**config.mk**
```make
export PLATFORM = sky130hd
export DESIGN_NAME = dp_tap_ctrl_flat
export DESIGN_NICKNAME = d
export VERILOG_FILES = /design/src/rtl/dp_debug_pkg.sv /design/src/rtl/dp_tap_ctrl_if.sv /design/src/rtl/dp_tap_fsm.sv /design/src/rtl/dp_tap_ctrl.sv /design/src/flat_wrapper.sv
export SDC_FILE = /design/constraint.sdc
export NUM_CORES = 1
export LEC_CHECK = 0
export CAP_MARGIN = 15
export CORE_UTILIZATION = 40
export CTS_CLUSTER_SIZE = 20
export DETAILED_ROUTE_END_ITERATION = 10
export PLACE_DENSITY_LB_ADDON = 0.05
export SLEW_MARGIN = 20
export SYNTH_ARGS = -nofsm -noshare
export SYNTH_HDL_FRONTEND = slang
export SYNTH_SLANG_ARGS = --single-unit
```
**constraint.sdc**
```tcl
create_clock -name tck -period 3.2 [get_ports tck]
set_input_delay 0.64 -clock tck [delete_from_list [all_inputs] [get_ports tck]]
set_output_delay 0.64 -clock tck [all_outputs]
set_load 0.1 [all_outputs]
```
**src/rtl/dp_debug_pkg.sv**
```systemverilog
// rtl/dp_debug_pkg.sv - shared TAP state encoding, IR codes and DR select indices
package dp_debug_pkg;

    // Encoding follows the classic 1149.1 reference values, so tap_state can be
    // compared directly against other debug tooling.
    typedef enum logic [3:0] {
        EXIT2_DR         = 4'h0,
        EXIT1_DR         = 4'h1,
        SHIFT_DR         = 4'h2,
        PAUSE_DR         = 4'h3,
        SELECT_IR        = 4'h4,
        UPDATE_DR        = 4'h5,
        CAPTURE_DR       = 4'h6,
        SELECT_DR        = 4'h7,
        EXIT2_IR         = 4'h8,
        EXIT1_IR         = 4'h9,
        SHIFT_IR         = 4'hA,
        PAUSE_IR         = 4'hB,
        RUN_TEST_IDLE    = 4'hC,
        UPDATE_IR        = 4'hD,
        CAPTURE_IR       = 4'hE,
        TEST_LOGIC_RESET = 4'hF
    } tap_state_t;

    localparam logic [4:0] IR_IDCODE = 5'h01;
    localparam logic [4:0] IR_DTMCS  = 5'h10;
    localparam logic [4:0] IR_DMI    = 5'h11;
    localparam logic [4:0] IR_BYPASS = 5'h1F;

    // Bit positions inside bsr_sel, shared with dp_mux_dr.
    localparam int SEL_IDCODE = 0;
    localparam int SEL_DTMCS  = 1;
    localparam int SEL_DMI    = 2;
    localparam int SEL_BYPASS = 3;
    localparam int SEL_W      = 4;

endpackage

```
**src/rtl/dp_tap_ctrl_if.sv**
```systemverilog
// rtl/dp_tap_ctrl_if.sv - TAP pin and DR-mux side signal bundle
//  master : TAP controller side (drives tdo, strobes, select, status)
//  slave  : pad/DR-mux side (drives tms, tdi, dr_sdo)
interface dp_tap_ctrl_if #(
    parameter int IR_W = 5
);
    logic            tms;
    logic            tdi;
    logic            dr_sdo;
    logic            tdo;
    logic            tdo_en;
    logic            capture_dr;
    logic            shift_dr;
    logic            clk_dr;
    logic            update_dr;
    logic [3:0]      bsr_sel;
    logic [IR_W-1:0] ir_q;
    logic [3:0]      tap_state;
    logic            tlr;

    modport master (
        input  tms, tdi, dr_sdo,
        output tdo, tdo_en, capture_dr, shift_dr, clk_dr, update_dr,
               bsr_sel, ir_q, tap_state, tlr
    );

    modport slave (
        output tms, tdi, dr_sdo,
        input  tdo, tdo_en, capture_dr, shift_dr, clk_dr, update_dr,
               bsr_sel, ir_q, tap_state, tlr
    );
endinterface

```
**src/rtl/dp_tap_fsm.sv**
```systemverilog
// rtl/dp_tap_fsm.sv - 16-state 1149.1 TAP state machine
//  tck   : TAP clock
//  trst  : synchronous active-high reset to TEST_LOGIC_RESET
//  tms   : test mode select
//  state : registered TAP state
module dp_tap_fsm
    import dp_debug_pkg::*;
(
    input  logic       tck,
    input  logic       trst,
    input  logic       tms,
    output tap_state_t state
);

    tap_state_t state_q;
    tap_state_t state_d;

    always_comb begin
        state_d = state_q;
        unique case (state_q)
            TEST_LOGIC_RESET: state_d = tms ? TEST_LOGIC_RESET : RUN_TEST_IDLE;
            RUN_TEST_IDLE:    state_d = tms ? SELECT_DR        : RUN_TEST_IDLE;
            SELECT_DR:        state_d = tms ? SELECT_IR        : CAPTURE_DR;
            CAPTURE_DR:       state_d = tms ? EXIT1_DR         : SHIFT_DR;
            SHIFT_DR:         state_d = tms ? EXIT1_DR         : SHIFT_DR;
            EXIT1_DR:         state_d = tms ? UPDATE_DR        : PAUSE_DR;
            PAUSE_DR:         state_d = tms ? EXIT2_DR         : PAUSE_DR;
            EXIT2_DR:         state_d = tms ? UPDATE_DR        : SHIFT_DR;
            UPDATE_DR:        state_d = tms ? SELECT_DR        : RUN_TEST_IDLE;
            SELECT_IR:        state_d = tms ? TEST_LOGIC_RESET : CAPTURE_IR;
            CAPTURE_IR:       state_d = tms ? EXIT1_IR         : SHIFT_IR;
            SHIFT_IR:         state_d = tms ? EXIT1_IR         : SHIFT_IR;
            EXIT1_IR:         state_d = tms ? UPDATE_IR        : PAUSE_IR;
            PAUSE_IR:         state_d = tms ? EXIT2_IR         : PAUSE_IR;
            EXIT2_IR:         state_d = tms ? UPDATE_IR        : SHIFT_IR;
            UPDATE_IR:        state_d = tms ? SELECT_DR        : RUN_TEST_IDLE;
            default:          state_d = TEST_LOGIC_RESET;
        endcase
    end

    always_ff @(posedge tck) begin
        if (trst) state_q <= TEST_LOGIC_RESET;
        else      state_q <= state_d;
    end

    assign state = state_q;

endmodule

```
**src/rtl/dp_tap_ctrl.sv**
```systemverilog
// rtl/dp_tap_ctrl.sv - TAP controller: FSM, instruction register, DR select decode, tdo mux
//  tck, trst : TAP clock and synchronous active-high reset
//  tap       : master side of dp_tap_ctrl_if (tms/tdi/dr_sdo in; tdo, tdo_en,
//              DR strobes, bsr_sel, ir_q, tap_state, tlr out)
module dp_tap_ctrl
    import dp_debug_pkg::*;
#(
    parameter int              IR_W     = 5,
    parameter logic [IR_W-1:0] IR_RESET = IR_W'(5'h01)
) (
    input  logic          tck,
    input  logic          trst,
    dp_tap_ctrl_if.master tap
);

    tap_state_t      state;
    logic [IR_W-1:0] ir_q, ir_d;
    logic [IR_W-1:0] ir_sh_q, ir_sh_d;
    logic [3:0]      bsr_sel;

    dp_tap_fsm u_fsm (
        .tck   (tck),
        .trst  (trst),
        .tms   (tap.tms),
        .state (state)
    );

    always_comb begin
        ir_sh_d = ir_sh_q;
        ir_d    = ir_q;
        unique case (state)
            CAPTURE_IR: ir_sh_d = IR_W'(1);
            SHIFT_IR:   ir_sh_d = {tap.tdi, ir_sh_q[IR_W-1:1]};
            UPDATE_IR:  ir_d    = ir_sh_q;
            default:    ;
        endcase
        // Load IDCODE on the edge that enters TEST_LOGIC_RESET (from SELECT_IR or
        // while parked there), so ir_q already reads IR_RESET during TLR itself.
        if (tap.tms && (state == SELECT_IR || state == TEST_LOGIC_RESET)) begin
            ir_d = IR_RESET;
        end
    end

    always_ff @(posedge tck) begin
        if (trst) begin
            ir_q    <= IR_RESET;
            ir_sh_q <= '0;
        end else begin
            ir_q    <= ir_d;
            ir_sh_q <= ir_sh_d;
        end
    end

    // Unknown codes fall to BYPASS so exactly one DR is always selected.
    always_comb begin
        bsr_sel = '0;
        if      (ir_q == IR_W'(IR_IDCODE)) bsr_sel[SEL_IDCODE] = 1'b1;
        else if (ir_q == IR_W'(IR_DTMCS))  bsr_sel[SEL_DTMCS]  = 1'b1;
        else if (ir_q == IR_W'(IR_DMI))    bsr_sel[SEL_DMI]    = 1'b1;
        else                               bsr_sel[SEL_BYPASS] = 1'b1;
    end

    assign tap.tdo        = (state == SHIFT_IR) ? ir_sh_q[0] :
                            (state == SHIFT_DR) ? tap.dr_sdo : 1'b0;
    assign tap.tdo_en     = (state == SHIFT_IR) || (state == SHIFT_DR);
    assign tap.capture_dr = (state == CAPTURE_DR);
    assign tap.shift_dr   = (state == SHIFT_DR);
    assign tap.clk_dr     = (state == CAPTURE_DR) || (state == SHIFT_DR);
    assign tap.update_dr  = (state == UPDATE_DR);
    assign tap.bsr_sel    = bsr_sel;
    assign tap.ir_q       = ir_q;
    assign tap.tap_state  = state;
    assign tap.tlr        = (state == TEST_LOGIC_RESET);

endmodule

```
**src/flat_wrapper.sv**
```systemverilog
// flat-port wrapper written by rule: the top's interface ports become plain ports
module dp_tap_ctrl_flat import dp_debug_pkg::*;
#(
    parameter int              IR_W     = 5,
    parameter logic [IR_W-1:0] IR_RESET = IR_W'(5'h01)
)
  (tck, trst, tap_tms, tap_tdi, tap_dr_sdo, tap_tdo, tap_tdo_en, tap_capture_dr, tap_shift_dr, tap_clk_dr, tap_update_dr, tap_bsr_sel, tap_ir_q, tap_tap_state, tap_tlr);
  dp_tap_ctrl_if #(.IR_W(IR_W)) tap_i ();
  input  logic tck;
  input  logic trst;
  input wire logic [$bits(tap_i.tms)-1:0] tap_tms;
  input wire logic [$bits(tap_i.tdi)-1:0] tap_tdi;
  input wire logic [$bits(tap_i.dr_sdo)-1:0] tap_dr_sdo;
  output wire logic [$bits(tap_i.tdo)-1:0] tap_tdo;
  output wire logic [$bits(tap_i.tdo_en)-1:0] tap_tdo_en;
  output wire logic [$bits(tap_i.capture_dr)-1:0] tap_capture_dr;
  output wire logic [$bits(tap_i.shift_dr)-1:0] tap_shift_dr;
  output wire logic [$bits(tap_i.clk_dr)-1:0] tap_clk_dr;
  output wire logic [$bits(tap_i.update_dr)-1:0] tap_update_dr;
  output wire logic [$bits(tap_i.bsr_sel)-1:0] tap_bsr_sel;
  output wire logic [$bits(tap_i.ir_q)-1:0] tap_ir_q;
  output wire logic [$bits(tap_i.tap_state)-1:0] tap_tap_state;
  output wire logic [$bits(tap_i.tlr)-1:0] tap_tlr;
  assign tap_i.tms = tap_tms;
  assign tap_i.tdi = tap_tdi;
  assign tap_i.dr_sdo = tap_dr_sdo;
  assign tap_tdo = tap_i.tdo;
  assign tap_tdo_en = tap_i.tdo_en;
  assign tap_capture_dr = tap_i.capture_dr;
  assign tap_shift_dr = tap_i.shift_dr;
  assign tap_clk_dr = tap_i.clk_dr;
  assign tap_update_dr = tap_i.update_dr;
  assign tap_bsr_sel = tap_i.bsr_sel;
  assign tap_ir_q = tap_i.ir_q;
  assign tap_tap_state = tap_i.tap_state;
  assign tap_tlr = tap_i.tlr;
  dp_tap_ctrl #(.IR_W(IR_W), .IR_RESET(IR_RESET)) u_core (.tck(tck), .trst(trst), .tap(tap_i));
endmodule
```
==> impl_metrics.yaml <==
status:
  status: "finished, final reports clean"
placed_design:
  port-buffer-count: 24
  placed_area_um2: 977.2
  dp_hpwl_um: 1087
  place_congestion: 0.7043
logic_synthesis:
  yosysSeqAreaShare_pct: 38.49
  netlist_area_um2: 728.2
  ys.flop_type: "dfxtp_1"
  synth-seq-cells: 14
  synth-async-reset-ratio_pct: 0
  yosys_warnings: 0
  syn_avg_cell_area_um2: 8.467
  synth_edf_count: 0
  syn_inst: 86
  ys_types: 27
  syn_nets: 91
timing:
  fin_setup_tns_ns: 0
  hold_viol: 0
  worst_pin_slew_ns: 0.4676
  clock_skew_ns: 0.009544
  finalCriticalPeriod_ns: 2.396
  max_freq_mhz: 417.4
  finalSetupViolations: 0
  rsz0062_at_grt: "no"
  fin_crit_sh_pct: 74.88
  drv_slew: 0
  slew_headroom_pct: 68.73
global_route:
  antenna_found_initial: 0
  overflow: 0
  grt_pass1_vias: 585
  grt_max_degree: 17
  global_route.usage.total_pct: 18.34
  grt_pass1_wl_um: 2580
detailed_routing:
  vias: 678
  vias_per_cell: 4.985
  drt_first_iter_violations: 8
  firstDrtPassIters: 4
  drt_wl_total_um: 1552
  drc: 0
  wl_per_cell_um: 11.41
  ant_nets: 0
die:
  core_area_mm2: 0.001708
  die_w_um: 44.67
  start_util_pct: 42.64
  io_pins: 25
  die_y_um: 44.67
  num_rows: 15
  dieArea_mm2: 0.001995
critical_path:
  regToRegSetupSlack_ns: 1.54
  start_kind: "register"
  cp_max_fo: 14
  worst_ep_arrival_time_ns: 1.76
  end_kind: "primary output"
  critPathRequiredTime_ns: 2.56
  critPathKind: "register to primary output"
final_layout:
  fill_cells: 166
  multi_input_area_um2: 445.4
  n_antenna_cell: 0
  layout.nets: 117
  postLayoutCellArea_mm2: 0.001013
  drive_gt1_share_pct: 32.43
  area_delta_synth_final_pct: 39.18
  regArea_um2: 280.3
power:
  switching_share_pct: 41.90
  power.density_mw_per_mm2: 511.1
  pwr-share-comb_pct: 37.4
  p_leak_uw: 0.0004769
  switchingPower_uw: 217.0
  clock_power_share_pct: 24.7
  ir_worst_vdd_v: 0.0002698
  seqPwrFrac_pct: 37.9
  intPower_uw: 300.9
clock_tree:
  cts_setup_buffers: 0
  htree_levels: 1
  clock-root-buffer: "clkbuf_4"
  cts_tree: "yes"
  ctsHoldBuffers: 0
  cts.sinks: 14
  path_clk_slew_ns: 0.09
  clk-insertion-delay-late_ns: 0.28
  cts_made_buffers: 3
  ctsResizeCount: 0
  cts_buffer_depth: 2
run:
  drv_cap: 0
min_path:
  min_path_type: "register to register"
==> cells by family after synthesis <==
family / Yosys count / share of synthesized area (%)
and+or+nand+nor: 42 / 33.68
AOI/OAI and AO/OA: 15 / 13.57
buffers and inverters: 9 / 6.013
DFF: 14 / 38.49
muxes: 6 / 8.248
==> flip-flops by register name, indices dropped and copies added (netlist names) <==
| name | cells |
|---|---|
| u_core.ir_sh_q | 5 |
| u_core.tap.ir_q | 5 |
| u_core.u_fsm.state | 4 |
==> per-stage QoR <==
stage	util, %	power, uW	cells	hold slack, ns	setup slack [ns]
floorplan	-	358.6	86	0.4443	-0.04988
global placement	57.22	392.4	132	0.4606	0.9535
detailed placement	57.22	394.4	132	0.4640	0.9310
CTS	59.34	524.2	136	0.4746	0.7959
global route	59.34	545.0	136	0.4990	0.6509
finish	59.34	517.9	136	0.4715	0.8040
==> critical path, stage by stage (launching register included) <==
cell	delay, ns
dfxtp_1	0.59
nand2b_1	0.43
nor2_4	0.04
and2_2	0.19
buf_4	0.23
==> layer usage <==
metal | vias up | GRT usage, % | part of all wire (%)
met5 | - | 0 | 0
met3 | 2 | 4.898 | 4.6
met2 | 19 | 26.47 | 43
met1 | 305 | 24.37 | 51
li1 | 352 | - | -
met4 | 0 | 10.91 | 0.77
==> cells in the mapped netlist, types with 2 or more instances <==
| cell | number | area share [%] |
|---|---|---|
| inv_1 | 4 | 2.1 |
| a21oi_1 | 6 | 4.1 |
| nand3b_1 | 4 | 4.1 |
| a2111o_1 | 2 | 3.1 |
| buf_2 | 2 | 1.4 |
| nor3b_1 | 2 | 2.1 |
| clkbuf_1 | 2 | 1.0 |
| nand2b_1 | 2 | 1.7 |
| nor3_1 | 8 | 5.5 |
| and3b_1 | 2 | 2.4 |
| nand2_1 | 11 | 5.7 |
| o21ai_0 | 3 | 2.1 |
| dfxtp_1 | 14 | 38 |
| mux2i_1 | 6 | 8.2 |
| nor2_1 | 5 | 2.6 |
| nand3_1 | 2 | 1.4 |
==> layout by cell type, fill, tap and decap left out, types with 2 or more instances in the layout <==
| cell | netlist | final |
|---|---|---|
| and3b_1 | 2 | 2 |
| a21oi_1 | 6 | 6 |
| nor3_1 | 8 | 6 |
| buf_4 | 0 | 22 |
| nand3b_1 | 4 | 4 |
| clkbuf_4 | 0 | 3 |
| nand2_1 | 11 | 11 |
| nor3_4 | 0 | 2 |
| nor2_2 | 0 | 2 |
| a2111o_1 | 2 | 2 |
| nand3_1 | 2 | 2 |
| nor2_1 | 5 | 2 |
| nand2b_1 | 2 | 2 |
| inv_1 | 4 | 4 |
| o21ai_0 | 3 | 2 |
| clkdlybuf4s50_1 | 0 | 4 |
| dfxtp_1 | 14 | 14 |
| mux2i_1 | 6 | 6 |
==> power by group through the flow <==
| stage | sequential [uW] | combinational, uW | clock (uW) |
|---|---|---|---|
| 2_1_floorplan | 241 | 118 | 0 |
| 3_5_place_dp | 200 | 194 | 0 |
| 4_1_cts | 196 | 194 | 134 |
| 3_3_place_gp | 200 | 192 | 0 |
| 6_report | 196 | 194 | 128 |
| 5_1_grt | 199 | 204 | 143 |
==> path summary, 6_finish.rpt <==
check,startpoint,cells after the start,end
min reg2reg,u_core.ir_sh_q[1],2,u_core.ir_sh_q[1]
max reg2reg,u_core.u_fsm.state[0],3,u_core.u_fsm.state[1]
max,u_core.u_fsm.state[0],4,tap_capture_dr
min,u_core.ir_sh_q[1],2,u_core.ir_sh_q[1]
==> cell type report <==
class	instances	area share [%]
Clock buffer	4	3.580
Inverter	4	1.481
Multi-Input combinational cell	63	43.95
Sequential cell	14	27.65
Tap cell	25	3.086
Timing Repair Buffer	26	20.25
No activity file was read; power rests on OpenSTA's default activity.
